===== src/rtl/rotate_issue_fifo.sv =====
// Request FIFO feeding a registered circular-right-rotate output stage.
// Valid/ready on both sides; the output register is refilled from the FIFO head.
module rotate_issue_fifo #(
    parameter int WIDTH = 4,
    parameter int KW    = $clog2(WIDTH),
    parameter int DEPTH = 4
) (
    input  logic                       clk,
    input  logic                       rst,
    input  logic                       in_valid,
    output logic                       in_ready,
    input  logic [WIDTH-1:0]           in_data,
    input  logic [KW-1:0]              in_k,
    output logic                       out_valid,
    input  logic                       out_ready,
    output logic [WIDTH-1:0]           out_data,
    output logic [$clog2(DEPTH+1)-1:0] count
);

    localparam int AW = $clog2(DEPTH);
    localparam int CW = $clog2(DEPTH+1);

    typedef struct packed {
        logic [KW-1:0]    k;
        logic [WIDTH-1:0] data;
    } req_t;

    req_t             r_mem [DEPTH];
    logic [AW-1:0]    r_wr_ptr;
    logic [AW-1:0]    r_rd_ptr;
    logic [CW-1:0]    r_count;
    logic             r_out_valid;
    logic [WIDTH-1:0] r_out_data;

    logic             w_push;
    logic             w_pop;
    req_t             w_head;
    logic [KW-1:0]    w_idx;
    logic [WIDTH-1:0] w_rot;

    // Full blocks pushes even when a pop happens in the same cycle.
    assign in_ready = (r_count != CW'(DEPTH));
    assign w_push   = in_valid & in_ready;
    assign w_pop    = (r_count != '0) & (~r_out_valid | out_ready);
    assign w_head   = r_mem[r_rd_ptr];

    // Bit i takes data bit (i+k) mod WIDTH; the KW-bit sum wraps for free.
    always_comb begin
        w_rot = '0;
        w_idx = '0;
        for (int i = 0; i < WIDTH; i++) begin
            w_idx    = KW'(i) + w_head.k;
            w_rot[i] = w_head.data[w_idx];
        end
    end

    // NOTE: storage has no reset; only the pointers and count decide which entries are live.
    always_ff @(posedge clk) begin
        if (w_push) begin
            r_mem[r_wr_ptr] <= '{k: in_k, data: in_data};
        end
    end

    // NOTE: all sequential state uses non-blocking assignments so every register samples pre-edge values.
    always_ff @(posedge clk or posedge rst) begin
        if (rst) begin
            r_wr_ptr    <= '0;
            r_rd_ptr    <= '0;
            r_count     <= '0;
            r_out_valid <= 1'b0;
            r_out_data  <= '0;
        end else begin
            if (w_push) begin
                r_wr_ptr <= r_wr_ptr + AW'(1);
            end
            if (w_pop) begin
                r_rd_ptr <= r_rd_ptr + AW'(1);
            end
            case ({w_push, w_pop})
                2'b10:   r_count <= r_count + CW'(1);
                2'b01:   r_count <= r_count - CW'(1);
                default: r_count <= r_count;
            endcase
            if (w_pop) begin
                r_out_valid <= 1'b1;
                r_out_data  <= w_rot;
            end else if (out_ready) begin
                r_out_valid <= 1'b0;
            end
        end
    end

    assign out_valid = r_out_valid;
    assign out_data  = r_out_data;
    assign count     = r_count;

endmodule

===== config.mk =====
export PLATFORM = sky130hd
export DESIGN_NAME = rotate_issue_fifo
export DESIGN_NICKNAME = d
export VERILOG_FILES = /design/src/rtl/rotate_issue_fifo.sv
export SDC_FILE = /design/constraint.sdc
export NUM_CORES = 1
export LEC_CHECK = 0
export CORE_MARGIN = 4
export CORE_UTILIZATION = 50
export CTS_CLUSTER_SIZE = 14
export DETAILED_ROUTE_END_ITERATION = 7
export PLACE_DENSITY_LB_ADDON = 0.08
export SLEW_MARGIN = 20
export SYNTH_ARGS = -nofsm -noshare
export SYNTH_HDL_FRONTEND = slang
export SYNTH_SLANG_ARGS = --single-unit
export TNS_END_PERCENT = 30

===== constraint.sdc =====
create_clock -name clk -period 3.1 [get_ports clk]
set_clock_uncertainty 0.05 [all_clocks]
set_input_delay 0.62 -clock clk [delete_from_list [all_inputs] [get_ports clk]]
set_output_delay 0.62 -clock clk [all_outputs]
set_load 0.05 [all_outputs]

Yosys cells after proc, flatten, opt, wreduce, memory -nomap -nowiden
Memory sizes are Yosys's and may differ from the RTL's.
Cells that the tools add are included.
{"block": "totals", "ff_bits": 12, "ram_bits": 24, "output_inout_bits": 9, "wordCells": 40, "memories": 1}
{"memory": "r_mem", "words": 4, "width": 6, "rd": 1, "rd_ports_with_merged_regs": 0, "write_ports": 1, "line_no": "28", "rtl": "req_t r_mem [DEPTH];"}
{"block": "op_classes", "add_sub_neg": 7, "n_lt_le_gt_ge": 4, "n_eq_ne": 3, "muxes": 13, "bitwise_logic": 4, "reduce_logical": 3}
{"cell": "$lt A2 B3 Y1 const B", "n": 4}
{"cell": "$bmux W1 S2", "n": 4}
{"cell": "$mux W1", "n": 8}
{"cell": "$pmux W3 S2", "n": 1}
{"cell": "$add A2 B1 Y2 const B", "n": 2}
{"cell": "$add A2 B2 Y2 const A", "n": 2}
{"cell": "$reduce_bool A2 Y1", "n": 2}
{"cell": "$add A3 B1 Y3 const B", "n": 1}
{"cell": "$ne A3 B3 Y1 const B", "n": 1}
{"cell": "$reduce_bool A3 Y1", "n": 1}
{"cell": "$sub A3 B1 Y3 const B", "n": 1}
{"cell": "$add A1 B2 Y2 const A", "n": 1}
{"cell": "$and A1 B1 Y1", "n": 2}
{"cell": "$eq A2 B1 Y1 const B", "n": 1}
{"cell": "$eq A2 B2 Y1 const B", "n": 1}
{"cell": "$not A1 Y1", "n": 1}
{"cell": "$or A1 B1 Y1", "n": 1}

Logic depth before layout (Yosys ltp)
Gate-level depths: netlist of the first run.
{"block": "depth", "word_depth": 5, "depth_mapped": 8, "depth_no_buf": 8}

Least setup slack after synthesis of the first run
No wires, ideal clock.
{"block": "synth_path", "path_type": "reg-to-reg", "startpoint": "register r_count[2], in the netlist count[2]", "endpoint": "register r_count[1], in the netlist count[1]", "setup_time_ns": 0.125, "t_arrival_ns": 2.498, "required_ns": 2.925, "path_slack_ns": 0.427, "path_stages_with_launch": 7, "path_cell_list": "dfrtp_1 -> or3b_1 -> and2_1 -> inv_1 -> ha_1 -> fa_1 -> mux2_2"}
{"block": "synth_between", "elab_chain_len": 4}
{"item": "from (decl)", "line_no": "31", "rtl": "logic [CW-1:0] r_count;"}
{"item": "from (signal assigned)", "line_no": "80", "rtl": "2'b10: r_count <= r_count + CW'(1);"}
{"item": "from (signal assigned)", "line_no": "81", "rtl": "2'b01: r_count <= r_count - CW'(1);"}
{"item": "from (signal assigned)", "line_no": "82", "rtl": "default: r_count <= r_count;"}
{"item": "$ne A3 B3 Y1 (*)", "line_no": "42", "rtl": "assign in_ready = (r_count != CW'(DEPTH));"}
{"item": "net in_ready", "line_no": "11", "rtl": "output logic in_ready,"}
{"item": "$and A1 B1 Y1 (*)", "line_no": "43", "rtl": "assign w_push = in_valid & in_ready;"}
{"item": "$eq A2 B1 Y1 or $eq A2 B2 Y1 (tied branches)", "line_no": "79", "rtl": "case ({w_push, w_pop})"}
{"item": "$pmux W3 S2 or $reduce_bool A2 Y1 (tied branches)"}
Mark *: on every way through the listed nets, which the timed path passes. The rest lies on a longest branch.
A chain may end at the register's enable or synchronous reset.

Worst setup path in the final report of the first run
{"block": "layout_path", "startpoint": "register r_count[0], in the netlist count[0]", "endpoint": "output port in_ready"}
{"block": "layout_between", "elab_chain_len": 1}
{"item": "$ne A3 B3 Y1", "line_no": "42"}
{"item": "to (decl)", "line_no": "11"}
Every way passes these cells.

==> results of run 1 <==
==> through the flow <==
stage	instance area, µm²	total power, W	cells	util (%)
final	1860	0.00188	152	61.1
after global placement	1810	0.00166	144	59.4
after floorplan	1590	0.00144	83	-
after detailed placement	1810	0.00168	144	59.4
after global routing	1860	0.00202	152	61.1
after CTS	1860	0.00191	152	61.1
==> power by group through the flow <==
stage                     clock network (W)  logic (W)  registers (W)
after floorplan                           0   0.000529       0.000912
after global placement                    0   0.000874       0.000782
after detailed placement                  0   0.000886       0.000791
after CTS                          0.000244   0.000889       0.000780
after global routing               0.000268   0.000949       0.000804
final                              0.000228   0.000877       0.000776
==> worst max-delay path: stages, from the launching register on <==
cell             delay (ns)
dfrtp_1                0.45
or3b_1                 0.47
clkdlybuf4s50_1        0.73
==> sequential cells by signal (all words and copies together), names as in the netlist <==
| register | flops |
|---|---|
| r_mem | 24 |
| out_data | 4 |
| count | 3 |
| r_rd_ptr | 2 |
| r_wr_ptr | 2 |
| out_valid | 1 |
==> synth_stat cells <==
library cell and instances:
dfrtp_1 12, and3_1 4, xnor2_1 3, or3b_1 1
a21oi_1 1, xor2_1 3, nand2b_1 1, and3b_2 1
mux4_1 8, nor2_1 1, nor3_1 1, mux4_2 2
and2_1 1, fa_1 1, edfxtp_1 24, nand2_1 1
clkbuf_1 1, ha_1 5, buf_6 1, inv_1 5
mux2_2 6
==> worst max path at each step <==
stage	slack, ns	startpoint	to
2_1_floorplan	0.43	count[2]	count[1]
5_1_grt	0.33	count[0]	in_ready
3_5_place_dp	0.58	in_valid	count[2]
6_report	0.45	count[0]	in_ready
3_3_place_gp	0.61	in_valid	count[2]
4_1_cts	0.42	count[0]	in_ready
==> routing by layer <==
layer / vias to the layer above / global-route usage, %
met1: 394 / 17.9
met4: 0 / 4.75
met2: 16 / 20.7
li1: 375 / -
met3: 2 / 5.80
met5: - / 0
==> cells by family (layout without fill, tap and decap cells) <==
group	Yosys count	count (layout)	share of synthesized area [%]
muxes	16	16	20.3
buffers and inverters	7	32	2.13
xor gates and xnor gates	6	6	3.31
and+or+nand+nor	11	11	4.34
AOI/OAI and AO/OA	1	1	0.315
adders and majority gates	6	6	5.21
DFF	36	36	64.4
==> final cells by class <==
type	count	area [µm²]	area share, %
Clock buffer	7	45.0	2.42
Multi-Input combinational cell	40	532	28.5
Inverter	5	18.8	1.01
Sequential cell	36	1020	54.8
Timing Repair Buffer	19	188	10.1
Clock inverter	1	5.00	0.268
Tap cell	44	55.1	2.95
==> key figures, run 1 <==
Floorplan
  – Core Rows: 20
  – Die W: 64.3 µm
  – Initial Util: 52.0%
  – Die area: 4140 µm²
  – Height of the die: 64.3 µm
  – Io pins: 19
  – Core Footprint: 3050 µm²

Logic synthesis
  – Number of distinct library cells after synthesis: 21
  – Top cell type's share of synthesized area: 45.4%
  – Syn Inst Count: 83
  – Post-Syn Area: 1590 µm²
  – Syn Nets: 99
  – Cell taking the most area after synthesis: edfxtp_1
  – Syn. warnings: 0
  – Synth area leaders: edfxtp_1 45%, dfrtp_1 19%, mux4_1 13%
  – Seq/Total Area, Yosys: 64.4%
  – Yosys reg bits: 36
  – Syn Area/Cell: 19.1 µm²

STA
  – Fin worst setup slack: 0.448 ns
  – RSZ-0062 raised after global routing: false
  – Total negative slack: 0 ns
  – Slew Viols, Final: 0
  – Hold Fails Final Rpt: 0
  – Post-layout min period: 2.65 ns
  – Final setup vio count: 0
  – Measured slew at the worst slew-check pin: 0.502 ns
  – Crit share post-route: 85.5%
  – Hold slack: 0.461 ns
  – Max-slew headroom: 66.5%
  – Max Freq: 377 MHz

Final layout
  – Area Growth Syn to Fin: 17.5%
  – Commonest non-fill, non-tap cell in the layout: edfxtp_1
  – Diodes inserted: 0
  – Number of fillers in the final layout: 254
  – Most frequent cells in the layout: 24 x edfxtp_1, 18 x clkdlybuf4s50_1, 12 x dfrtp_1
  – Final net count: 123
  – Layout cells sized above 1: 14.8%

Routing
  – DR iter-0 viols: 25
  – 1st-pass router iterations: 4
  – ANT nets after route: 0
  – M1 WL: 1090 µm
  – Max Used Layer: met4
  – Avg Vias per Cell: 5.18
  – Final wirelength: 2370 µm
  – Drt drc: 0
  – DR WL/cell: 15.6 µm
  – Detail Route met2 WL: 1160 µm
  – Met3 WL: 107 µm
  – Vias post-DR: 787

Run
  – MaxCap Viol Count: 0

Power and ir drop
  – Worst VDD drop: 500 µV
  – Leak pwr: 0.717 nW
  – NetSw: 0.000697 W
  – Clock power frac: 12.1%
  – Power per cell area: 1010 nW/µm²
  – Gate power share: 46.6%
  – Cell Int Power: 0.00118 W
  – Switching Fraction: 37.0%
  – Sequential power share: 41.3%

Global route
  – Largest net degree at the start of global routing: 13
  – Initial antenna violation count: 0
  – Gr usage total: 13.7%
  – Vias in the first global route: 853
  – Gr ovfl total: 0
  – Global-route wire length before repair: 4090 µm

Min path
  – Worst Hold Path EP: out_data[2]
  – Hold depth: 1
  – Hold WC Path Type: register to register
  – Min-delay src: out_data[2]

Clock tree
  – CTS tree: done
  – # resized after CTS: 0
  – Clock buffer depth: 2
  – Insertion delay to the later sink of the worst-skew pair: 0.33 ns
  – Post CTS Setup Buffer Count: 0
  – CTS HTree Levels: 2
  – Root buf cell: clkbuf_4
  – TritonCTS sink count: 36
  – CTS Buf Count: 5
  – Reg clk slew, reported paths: 0.09 ns
  – Hold_buf cts: 0

Worst setup path
  – RR Endpoint: out_data[0]
  – Max FO, Critical Path: 6
  – Worst setup SP type: register
  – R2R setup slack: 0.81 ns
  – Critical Path AT: 1.98 ns
  – Endpoint class of the critical path: output port
  – Worst Path Required: 2.43 ns
  – Critical path class: register to output port
  – R2R cell count: 3
  – Critical R2R Launch: r_rd_ptr[0]

Run status
  – Outcome: completed

Placement
  – Setup WS pre-CTS: 0.581 ns
  – Placer Congestion: 0.732
  – Port bufs: 18
  – Post-DP HPWL: 1740 µm
Note: power is estimated with default switching activity, not from simulation.
==> run 2: changes to the inputs <==
--- a/config.mk
+++ b/config.mk
@@ -9,7 +9,9 @@
 export CORE_UTILIZATION = 50
 export CTS_CLUSTER_SIZE = 14
 export DETAILED_ROUTE_END_ITERATION = 7
+export GPL_TIMING_DRIVEN = 0
 export PLACE_DENSITY_LB_ADDON = 0.08
+export SETUP_SLACK_MARGIN = 0.5
 export SLEW_MARGIN = 20
 export SYNTH_ARGS = -nofsm -noshare
 export SYNTH_HDL_FRONTEND = slang
==> run 2 against run 1 <==
Effect of this change:
- via count up 0.13%
- utilization up 1.1 points
- non-clock buffer count up 1
- global-route usage down 1.3 points
- wire length down 3.7%
- count of clock-buffer cells in the layout down 1
- sequential cell count unchanged
- cell count up 0.66%
- sequential share of layout area down 1.0 points
- sequential power down 5.2%
- power up 5.2%
- clock power up 38%
- critical endpoint is now count[1]
==> key figures, run 2 (synthesized netlist as in run 1, its figures left out) <==
Worst setup path
  – Slowest CP cell: a21oi_1
  – Endpoint class of the critical path: register
  – Worst path cell trace: clkdlybuf4s50_1 -> inv_1 -> a21oi_1 -> ha_1 -> fa_1 -> mux2_2
  – Critical Path AT: 2.68 ns (+0.70 ns)
  – Delay of the slowest critical-path stage: 0.53 ns (-0.20 ns)
  – Worst Path Required: 3.26 ns (+0.83 ns)
  – Worst setup SP type: input pin
  – Max FO, Critical Path: 6 (unchanged)
  – Critical path class: input pin to register

Final layout
  – Number of fillers in the final layout: 252 (-0.79%)
  – Most flops, register: r_mem
  – Area Growth Syn to Fin: 19.7%
  – Most frequent cells in the layout: 24 x edfxtp_1, 17 x clkdlybuf4s50_1, 12 x dfrtp_1
  – Max reg flops: 24 (unchanged)
  – Layout cells sized above 1: 16.5% (+1.7 points)
  – Final net count: 124 (+0.81%)
  – Commonest non-fill, non-tap cell in the layout: edfxtp_1
  – Diodes inserted: 0 (unchanged)

Routing
  – Drt drc: 0 (unchanged)
  – Avg Vias per Cell: 5.15 (-0.53%)
  – Final wirelength: 2290 µm (-3.7%)
  – M1 WL: 1030 µm (-5.7%)
  – 1st-pass router iterations: 4 (unchanged)
  – DR WL/cell: 14.9 µm (-4.4%)
  – Vias post-DR: 788 (+0.13%)
  – DR iter-0 viols: 29 (+16%)
  – Met3 WL: 97 µm (-9.3%)
  – Max Used Layer: met4
  – Detail Route met2 WL: 1130 µm (-2.0%)
  – ANT nets after route: 0 (unchanged)

Placement
  – Port bufs: 18 (unchanged)
  – Post-DP HPWL: 1690 µm (-2.8%)
  – Setup WS pre-CTS: 0.237 ns (-0.344 ns)
  – Placer Congestion: 0.737 (+0.67%)

Global route
  – Initial antenna violation count: 0 (unchanged)
  – Gr usage total: 12.4% (-1.3 points)
  – Global-route wire length before repair: 3770 µm (-7.7%)
  – Vias in the first global route: 822 (-3.6%)
  – Largest net degree at the start of global routing: 13 (unchanged)
  – Gr ovfl total: 0 (unchanged)

STA
  – Post-layout min period: 2.51 ns (-0.138 ns)
  – Max Freq: 398 MHz (+5.5%)
  – Hold Fails Final Rpt: 0 (unchanged)
  – Final setup vio count: 0 (unchanged)
  – RSZ-0062 raised after global routing: false
  – Total negative slack: 0 ns (unchanged)
  – Crit share post-route: 81.1% (-4.5 points)
  – Measured slew at the worst slew-check pin: 0.652 ns (+0.150 ns)
  – Max-slew headroom: 56.6% (-9.9 points)
  – Slew Viols, Final: 0 (unchanged)
  – Fin worst setup slack: 0.586 ns (+0.138 ns)

Clock tree
  – Reg clk slew, reported paths: 0.10 ns (about the same)
  – TritonCTS sink count: 36 (unchanged)
  – Clock buffer depth: 2 (unchanged)
  – Root buf cell: clkbuf_4
  – CTS HTree Levels: 2 (unchanged)
  – Post CTS Setup Buffer Count: 0 (unchanged)
  – CTS tree: done
  – Insertion delay to the later sink of the worst-skew pair: 0.32 ns (about the same)
  – CTS Buf Count: 5 (unchanged)

Floorplan
  – Io pins: 19 (unchanged)
  – Die W: 64.3 µm (unchanged)
  – Initial Util: 52.0% (unchanged)
  – Die area: 4140 µm² (unchanged)
  – Core Rows: 20 (unchanged)
  – Core Footprint: 3050 µm² (unchanged)
  – Height of the die: 64.3 µm (unchanged)

Run status
  – Outcome: completed

Power and ir drop
  – Leak pwr: 0.732 nW (+2.1%)
  – Power per cell area: 1040 nW/µm² (+3.2%)
  – Worst VDD drop: 425 µV (-15%)

Run
  – MaxCap Viol Count: 0 (unchanged)

Min path
  – Hold WC Path Type: register to register
==> run 2: cell count changes in the layout (fill, tap and decap cells not counted), sizes merged <==
cell           delta
bufinv            +1
clkdlybuf4s50     -1
dlygate4sd2       +1
==> run 2: final timing paths <==
kind                        startpoint     endpoint  slack, ns  depth (start not counted)
setup / recovery             out_ready     count[1]       0.59                          6
hold / removal             out_data[0]  out_data[0]       0.46                          1
setup reg to reg              count[0]     count[1]       0.84                          5
hold reg to reg            out_data[0]  out_data[0]       0.46                          1
max in group asynchronous          rst  r_wr_ptr[1]       2.14                          2
min in group asynchronous          rst  out_data[3]       0.55                          2
==> run 2: routing by layer <==
metal / vias to the layer above / track usage, %
met4: 0 / 3.96
met1: 392 / 15.0
li1: 375 / -
met2: 17 / 20.5
met5: - / 0
met3: 4 / 4.75
==> run 2: report_power, final <==
part | internal (W) | total (W) | leakage (nW) | switching [W]
clock network | 0.000169 | 0.000315 | 0.0422 | 0.000146
logic | 0.000441 | 0.000928 | 0.333 | 0.000487
registers | 0.000666 | 0.000736 | 0.357 | 0.0000695
total | 0.00128 | 0.00198 | 0.732 | 0.000702
==> run 2: stage by stage <==
stage	utilization, %	hold slack, ns	cells	cell area (µm²)	total power [W]
3_5_place_dp	59.8	0.445	145	1820	0.00170
5_1_grt	62.2	0.499	153	1900	0.00210
2_1_floorplan	-	0.435	83	1590	0.00145
6_report	62.2	0.463	153	1900	0.00198
3_3_place_gp	59.8	0.440	145	1820	0.00167
4_1_cts	62.2	0.470	153	1900	0.00201
==> run 2: critical path: cells and delay by family <==
kind / cells / cell delay, ns
AOI/OAI and AO/OA: 1 / 0.53
buffers and inverters: 2 / 0.51
adders and majority gates: 2 / 0.74
muxes: 1 / 0.27
==> run 2: area by class of cell <==
type	instances	area, µm²	area share [%]
plain buffers	2	15.0	0.791
clock buffers	6	41.3	2.17
clock inverters	2	35.0	1.84
inverters	5	18.8	0.988
multi-input cells	40	534	28.1
flip-flops and latches	36	1020	53.8
well taps	44	55.1	2.90
repair buffers	18	179	9.42
==> run 2: timing repair <==
item | CTS | global route
endpoints found under the setup margin | 1 | 0
resized for setup | 1 | 0
endpoints found under the hold margin | 0 | 0
hold buffers | 0 | 0
